$ cat config.mk
export PLATFORM = sky130hd
export DESIGN_NAME = serial_adder
export DESIGN_NICKNAME = d
export VERILOG_FILES = /design/src/rtl/serial_adder.sv
export SDC_FILE = /design/constraint.sdc
export NUM_CORES = 1
export LEC_CHECK = 0
export ABC_CLOCK_PERIOD_IN_PS = 1400
export CORE_MARGIN = 4
export CORE_UTILIZATION = 45
export DETAILED_ROUTE_END_ITERATION = 8
export PLACE_DENSITY = 0.72
export SYNTH_ARGS = -nofsm -noshare
export SYNTH_HDL_FRONTEND = slang
export SYNTH_SLANG_ARGS = --single-unit
export TNS_END_PERCENT = 100
$ cat constraint.sdc
create_clock -name clk -period 1.4 [get_ports clk]
set_input_delay 0.28 -clock clk [delete_from_list [all_inputs] [get_ports clk]]
set_output_delay 0.28 -clock clk [all_outputs]
set_load 0.05 [all_outputs]
$ cat src/rtl/serial_adder.sv
`default_nettype none
// +--------------------------------------------------------------------------+
// | Module      : serial_adder                                               |
// | Description : Bit-serial WIDTH-bit adder, one full-adder cell plus carry |
// |               flop; LSB-first, WIDTH shift cycles, done pulse on result. |
// |               Optional signed-overflow output under SERIAL_ADDER_OVF_EN. |
// | Revision    : 1.0  initial release                                       |
// +--------------------------------------------------------------------------+
module serial_adder #(
  parameter int WIDTH = 8
) (
  input  logic             clk,
  input  logic             rst_n,
  input  logic             start,
  input  logic [WIDTH-1:0] a,
  input  logic [WIDTH-1:0] b,
  input  logic             cin,
  output logic             busy,
  output logic             done,
  output logic [WIDTH-1:0] sum,
  output logic             cout
`ifdef SERIAL_ADDER_OVF_EN
  ,
  output logic             ovf
`endif
);

  localparam int            CW     = (WIDTH > 1) ? $clog2(WIDTH) : 1;
  localparam logic [CW-1:0] C_LAST = CW'(WIDTH - 1);

  typedef enum logic [1:0] {
    S_IDLE  = 2'd0,
    S_SHIFT = 2'd1,
    S_DONE  = 2'd2
  } state_t;

  state_t           r_state;
  state_t           w_state_nxt;
  logic [WIDTH-1:0] r_a;
  logic [WIDTH-1:0] r_b;
  logic [WIDTH-2:0] r_s;
  logic             r_carry;
  logic [CW-1:0]    r_cnt;
  logic [WIDTH-1:0] r_sum;
  logic             r_cout;

  logic             w_accept;
  logic             w_shift;
  logic             w_last;
  logic             w_s;
  logic             w_c;
  logic [WIDTH-1:0] w_rs_full;

  assign w_accept  = start && (r_state != S_SHIFT);
  assign w_shift   = (r_state == S_SHIFT);
  assign w_last    = w_shift && (r_cnt == C_LAST);
  assign w_s       = r_a[0] ^ r_b[0] ^ r_carry;
  assign w_c       = (r_a[0] & r_b[0]) | (r_a[0] & r_carry) | (r_b[0] & r_carry);
  // Sum bits arrive LSB-first and enter at the top; the newest bit completes the word.
  assign w_rs_full = {w_s, r_s};

  assign sum  = r_sum;
  assign cout = r_cout;

  always_ff @(posedge clk or negedge rst_n) begin
    if (!rst_n) begin
      r_state <= S_IDLE;
    end else begin
      r_state <= w_state_nxt;
    end
  end

  always_comb begin
    w_state_nxt = r_state;
    busy        = 1'b0;
    done        = 1'b0;
    case (r_state)
      S_IDLE: begin
        if (start) w_state_nxt = S_SHIFT;
      end
      S_SHIFT: begin
        busy = 1'b1;
        if (r_cnt == C_LAST) w_state_nxt = S_DONE;
      end
      S_DONE: begin
        done        = 1'b1;
        w_state_nxt = start ? S_SHIFT : S_IDLE;
      end
      default: w_state_nxt = S_IDLE;
    endcase
  end

  always_ff @(posedge clk or negedge rst_n) begin
    if (!rst_n) begin
      r_a     <= '0;
      r_b     <= '0;
      r_s     <= '0;
      r_carry <= 1'b0;
      r_cnt   <= '0;
      r_sum   <= '0;
      r_cout  <= 1'b0;
    end else if (w_accept) begin
      r_a     <= a;
      r_b     <= b;
      r_carry <= cin;
      r_cnt   <= '0;
      r_s     <= '0;
    end else if (w_shift) begin
      r_a     <= r_a >> 1;
      r_b     <= r_b >> 1;
      r_carry <= w_c;
      r_s     <= w_rs_full[WIDTH-1:1];
      r_cnt   <= r_cnt + CW'(1);
      if (w_last) begin
        r_sum  <= w_rs_full;
        r_cout <= w_c;
      end
    end
  end

`ifdef SERIAL_ADDER_OVF_EN
  // On the last bit r_carry is the carry into the MSB and w_c the carry out of it.
  always_ff @(posedge clk or negedge rst_n) begin
    if (!rst_n) begin
      ovf <= 1'b0;
    end else if (w_last) begin
      ovf <= r_carry ^ w_c;
    end
  end
`endif

endmodule
`default_nettype wire

# Yosys cells after proc, flatten, opt, wreduce, memory -nomap -nowiden

Cells that the tools add are included.

Input port bits: 20
Word-level logic and storage cells: 45
Register bits: 38
Output and inout port bits: 11

Equal/unequal tests: 6
Add/sub/neg operators: 1
Bitwise gates (word level): 8
Multiplexer cells: 16
Reduce and logical (&&, ||, !) cells: 6

Operator list:

| cell                                                   | count |
|---|---|
| 2-to-1 mux 8 bit                                       | 4 |
| 2-to-1 mux 7 bit                                       | 2 |
| 2-to-1 mux 3 bit                                       | 2 |
| case mux 2 bit (3 select lines)                        | 1 |
| 2-to-1 mux 1 bit                                       | 5 |
| 2-to-1 mux 2 bit                                       | 2 |
| inequality test 2 x 1 -> 1 bit (second input constant) | 2 |
| adder 3 x 1 -> 3 bit (second input constant)           | 1 |
| AND 1 bit                                              | 3 |
| == test 3 bit (second input constant)                  | 1 |
| AND reduction 3 bit                                    | 1 |
| == test 2 x 1 -> 1 bit (second input constant)         | 1 |
| == test 2 bit (second input constant)                  | 1 |
| logical AND 1 bit                                      | 2 |
| logical NOT 2 bit                                      | 1 |
| inequality test 2 bit (second input constant)          | 1 |
| bitwise OR 1 bit                                       | 2 |
| AND reduction 2 bit                                    | 1 |
| nonzero test 2 bit                                     | 1 |
| bitwise XOR 1 bit                                      | 2 |
| inverter 1 bit                                         | 1 |

# Longest topological paths before layout

Word-level depth: 5
Depth in mapped cells: 5
Gate-level depth less buffers: 4

# Least setup slack after synthesis

OpenSTA, ideal clock, no wires.

Kind: flip-flop to flip-flop
Start point: reg r_cnt[0]
End point: reg r_cout, in the netlist cout
Stages on the path, launching flop included: 6
Data required time: 1.275 ns
Path slack: -0.078 ns
Data arrival time: 1.353 ns
Period minus slack after synthesis: 1.478 ns
Path buffers: 1
Setup time: 0.125 ns
Cells stage by stage: dfrtp_1 > ha_1 > ha_1 > nand3b_1 > buf_2 > mux2_2

Cells in the longest elaborated chain, start to end: 3

Ends and longest elaborated chain:

| element                       | RTL line | text |
|---|---|---|
| from (decl)                   | 43       | `logic [CW-1:0] r_cnt;` |
| from (signal assigned)        | 113      | `r_cnt <= r_cnt + CW'(1);` |
| == test 3 bit                 | 56       | `assign w_last = w_shift && (r_cnt == C_LAST);` |
| logical AND 1 bit             | 56       |  |
| AND reduction 3 bit (no line) | --       |  |
| to (signal assigned)          | 116      | `r_cout <= w_c;` |
| to (decl)                     | 45       | `logic r_cout;` |

No other way between the ends.
A chain may end at the register's enable or synchronous reset.

# Worst setup path in the final report

Start point: reg r_cnt[1]
End point: reg r_sum[0], in the netlist sum[0]

Cells in the longest elaborated chain, start to end: 3

Ends and longest elaborated chain:

| element                       | RTL line | text |
|---|---|---|
| == test 3 bit                 | 56       |  |
| logical AND 1 bit             | 56       |  |
| AND reduction 3 bit (no line) | --       |  |
| to (signal assigned)          | 115      | `r_sum <= w_rs_full;` |
| to (decl)                     | 44       | `logic [WIDTH-1:0] r_sum;` |

No other way between the ends.

==> results.rst <==
.. list-table::
   :header-rows: 1

   * - Metric
     - Value
   * - Pleak
     - 1.24 nW
   * - Drt initial violations
     - 34
   * - Final-report max-slew violation count
     - 0
   * - Post-Synthesis Cells
     - around 120
   * - Adder-cell share of the synthesized area
     - 2.51%
   * - Clock tree from TritonCTS
     - done
   * - Worst hold-check path type
     - in2async
   * - Number of max-cap violations
     - 0
   * - Xor-xnor portion of the synthesized cell area
     - 0%
   * - Finish-stage setup viols
     - 10
   * - Post-Synthesis Cell Area
     - approximately 0.0018 mm²
   * - Maximum operating frequency
     - 682 MHz
   * - Horizontal die dimension
     - 71.2 µm
   * - Die outline area
     - 0.00506 mm²
   * - Required arrival time at the worst endpoint
     - around 1.6 ns
   * - Net count reported at finish
     - 192
   * - Synth cell types
     - 15
   * - Number of placement rows
     - 22
   * - Final design utilization
     - 68.7%
   * - Clock buffers created by TritonCTS
     - 5
   * - Number of antenna violations at the first check in global routing
     - 0
   * - Syn_area_per_cell
     - 15.2 µm²
   * - Average detailed-routed wire length per instance
     - 15.5 µm
   * - DP Area
     - approximately 0.0023 mm²
   * - First-pass DRT Iterations
     - 4
   * - Final period demand of the worst path
     - 1.47 ns
   * - Share of the cycle needed by the critical path after routing
     - 105%
   * - Transition time at the pin with the least slew margin
     - 0.476 ns
   * - Total nets after synthesis
     - approximately 140
   * - Effective utilization at floorplan
     - 47.6%
   * - Capturing element type of the critical path
     - register
   * - Area growth from synthesis to layout
     - 44.4%
   * - Count of boundary I/O pins
     - 31
   * - Outcome
     - finished, violations left
   * - Maximum vdd drop
     - 1.19 mV
   * - Setup repair after global routing missed its margin
     - yes
   * - Count of clock tree sinks
     - 38
   * - Via count
     - 1074
   * - Maximum number of pins on one net before global-route repair
     - 21
   * - GP Congestion
     - 0.693
   * - Largest family of logic cells by synthesized area
     - multiplexers
   * - Synthesized flop and latch total
     - 38
   * - Register clock-pin slew on the reported worst setup and hold paths
     - 0.07 ns
   * - First-pass GRT wire length
     - 5.68 mm
   * - Placeable core area
     - 0.00377 mm²
   * - Total routed wirelength
     - about 3.4 mm
   * - Via count of the first global-routing pass
     - 1152
   * - Sequential element share of the synthesized area
     - 53.0%
   * - Failing checks
     - setup timing
   * - Synthesis Warnings
     - 0
   * - CP arrival
     - 1.63 ns
   * - Number of DRC violations after detailed routing
     - 0
   * - Relative slew slack
     - 68.3%
   * - Clock skew after layout
     - about 0.0064 ns
   * - Buffer levels on the longest clock path
     - 2
   * - Cell area power density
     - 2200 mW/mm²
   * - Critical-path maximum fanout
     - 5
   * - Post-Synth Simple-Gate Area
     - 5.02%
   * - Antenna diode instance count
     - 0
   * - Worst-skew pair later-pin latency
     - a little under 0.3 ns
   * - Total global routing overflow
     - 0
   * - Type of element launching the critical path
     - register
   * - Non-Filler Cell Area, Final
     - 0.00259 mm²
   * - Number of levels the H-tree was split into
     - 2
   * - Post-DRT Antenna Nets
     - 0
   * - Path type of the worst setup path
     - reg2reg
   * - Post-detailed-placement half-perimeter wirelength
     - about 2.2 mm
   * - Overall Global Routing Usage
     - 14.4%
   * - Cell at the root of the clock tree
     - clkbuf_8
   * - Worst setup margin
     - -0.0653 ns
   * - Die height
     - 71.2 µm
   * - Proportion of layout cells with a drive suffix above 1
     - 54.4%
   * - Mux share of post-synthesis cell area
     - a little over a third
   * - Number of input and output port buffers inserted
     - 30
   * - Number of hold violations in the final report
     - 0
   * - Ratio of routed vias to standard cells
     - 4.95
   * - Fraction of the mapped netlist area in compound gates
     - 0.348%
## worst max-delay path, cell delays in order (launching register included)
cell	delay, ns
dfrtp_1	0.39
ha_2	0.21
ha_4	0.15
nand3b_1	0.13
buf_6	0.16
mux2_4	0.30
## timing repair
item	in CTS	in global routing
setup endpoints to repair	12	17
hold buffers	1	0
gates resized for setup	14	7
gates cloned	1	1
hold endpoints to repair	19	0
setup buffers	5	6
pin swaps	1	1
## power breakdown
part | switching, mW | internal (mW)
logic | 1.12 | 1.71
clock network | 0.363 | 0.570
registers | 0.348 | 1.57
total | 1.84 | 3.86
## placed cells by master (no fill, tap or decap), types with 2 or more instances in the layout
cell | synthesis | routed
buf_12 | 1 | 13
inv_1 | 3 | 2
mux2i_1 | 3 | 3
mux2_2 | 34 | 25
clkbuf_8 | 0 | 6
nor2b_1 | 10 | 9
buf_4 | 0 | 13
mux2_4 | 14 | 23
clkdlybuf4s50_1 | 0 | 17
dfrtp_1 | 38 | 38
buf_6 | 3 | 4
nor2_1 | 2 | 2
## path summary, 6_finish.rpt
kind / start / endpoint / slack [ns] / cells past startpoint
worst max-delay path: r_cnt[1] / sum[0] / -0.07 / 5
worst min-delay path: rst_n / sum[7] / 0.48 / 2
worst max register to register: r_cnt[1] / sum[0] / -0.07 / 5
worst min register to register: r_a[4] / r_a[3] / 0.50 / 1
max in group asynchronous: rst_n / r_cnt[0] / 0.46 / 3
min in group clk: r_a[4] / r_a[3] / 0.50 / 1
## layer usage
layer | vias to the layer above | wire (µm) | track usage [%]
met4 | 0 | 29 | 3.76
li1 | 510 | - | -
met3 | 3 | 176 | 5.40
met5 | - | 0 | 0
met2 | 23 | 1640 | 23.1
met1 | 538 | 1510 | 18.4
## per-stage QoR
stage / setup slack [ns] / instances / setup TNS [ns] / power, mW / hold WS (ns)
after CTS: -0.104 / 212 / -0.822 / 5.66 / 0.493
after floorplan: 0.0000899 / 118 / 0 / 3.51 / -0.0156
after global placement: -0.281 / 198 / -6.32 / 4.38 / 0.256
final: -0.0653 / 217 / -0.539 / 5.69 / 0.478
after detailed placement: -0.313 / 198 / -7.03 / 4.51 / 0.272
after global routing: -0.115 / 217 / -1.04 / 6.03 / 0.529
## kinds of logic after synthesis
group / count (synthesis)
AND/OR/NAND/NOR: 15
flip-flops: 38
buffers and inverters: 10
adder cells (fa/ha/maj): 3
AO/OA/AOI/OAI: 1
multiplexers: 51
## layout make-up
type / instances / area, µm²
fillers: 252 / 1180
flip-flops and latches: 38 / 951
multi-input cells: 70 / 828
repair buffers: 51 / 626
clock buffers: 6 / 82.6
well taps: 48 / 60.1
clock inverters: 1 / 30.0
inverters: 3 / 15.0
## flip-flops by register name, summed over array words and instances, names as in the netlist
register / flops
r_state: 2
r_carry: 1
r_a: 8
r_s: 7
cout: 1
sum: 8
r_b: 8
r_cnt: 3
## synth_stat cells, drive strengths merged
library cell	number	area share [%]
inv	3	0.63
nand2b	2	0.70
dfrtp	38	53
mux2	48	33
fa	1	1.1
buf	7	3.8
nor2b	10	3.5
o22ai	1	0.35
mux2i	3	1.7
nand3b	1	0.42
ha	2	1.4
nor2	2	0.42
(Power assumes the default switching activity.)
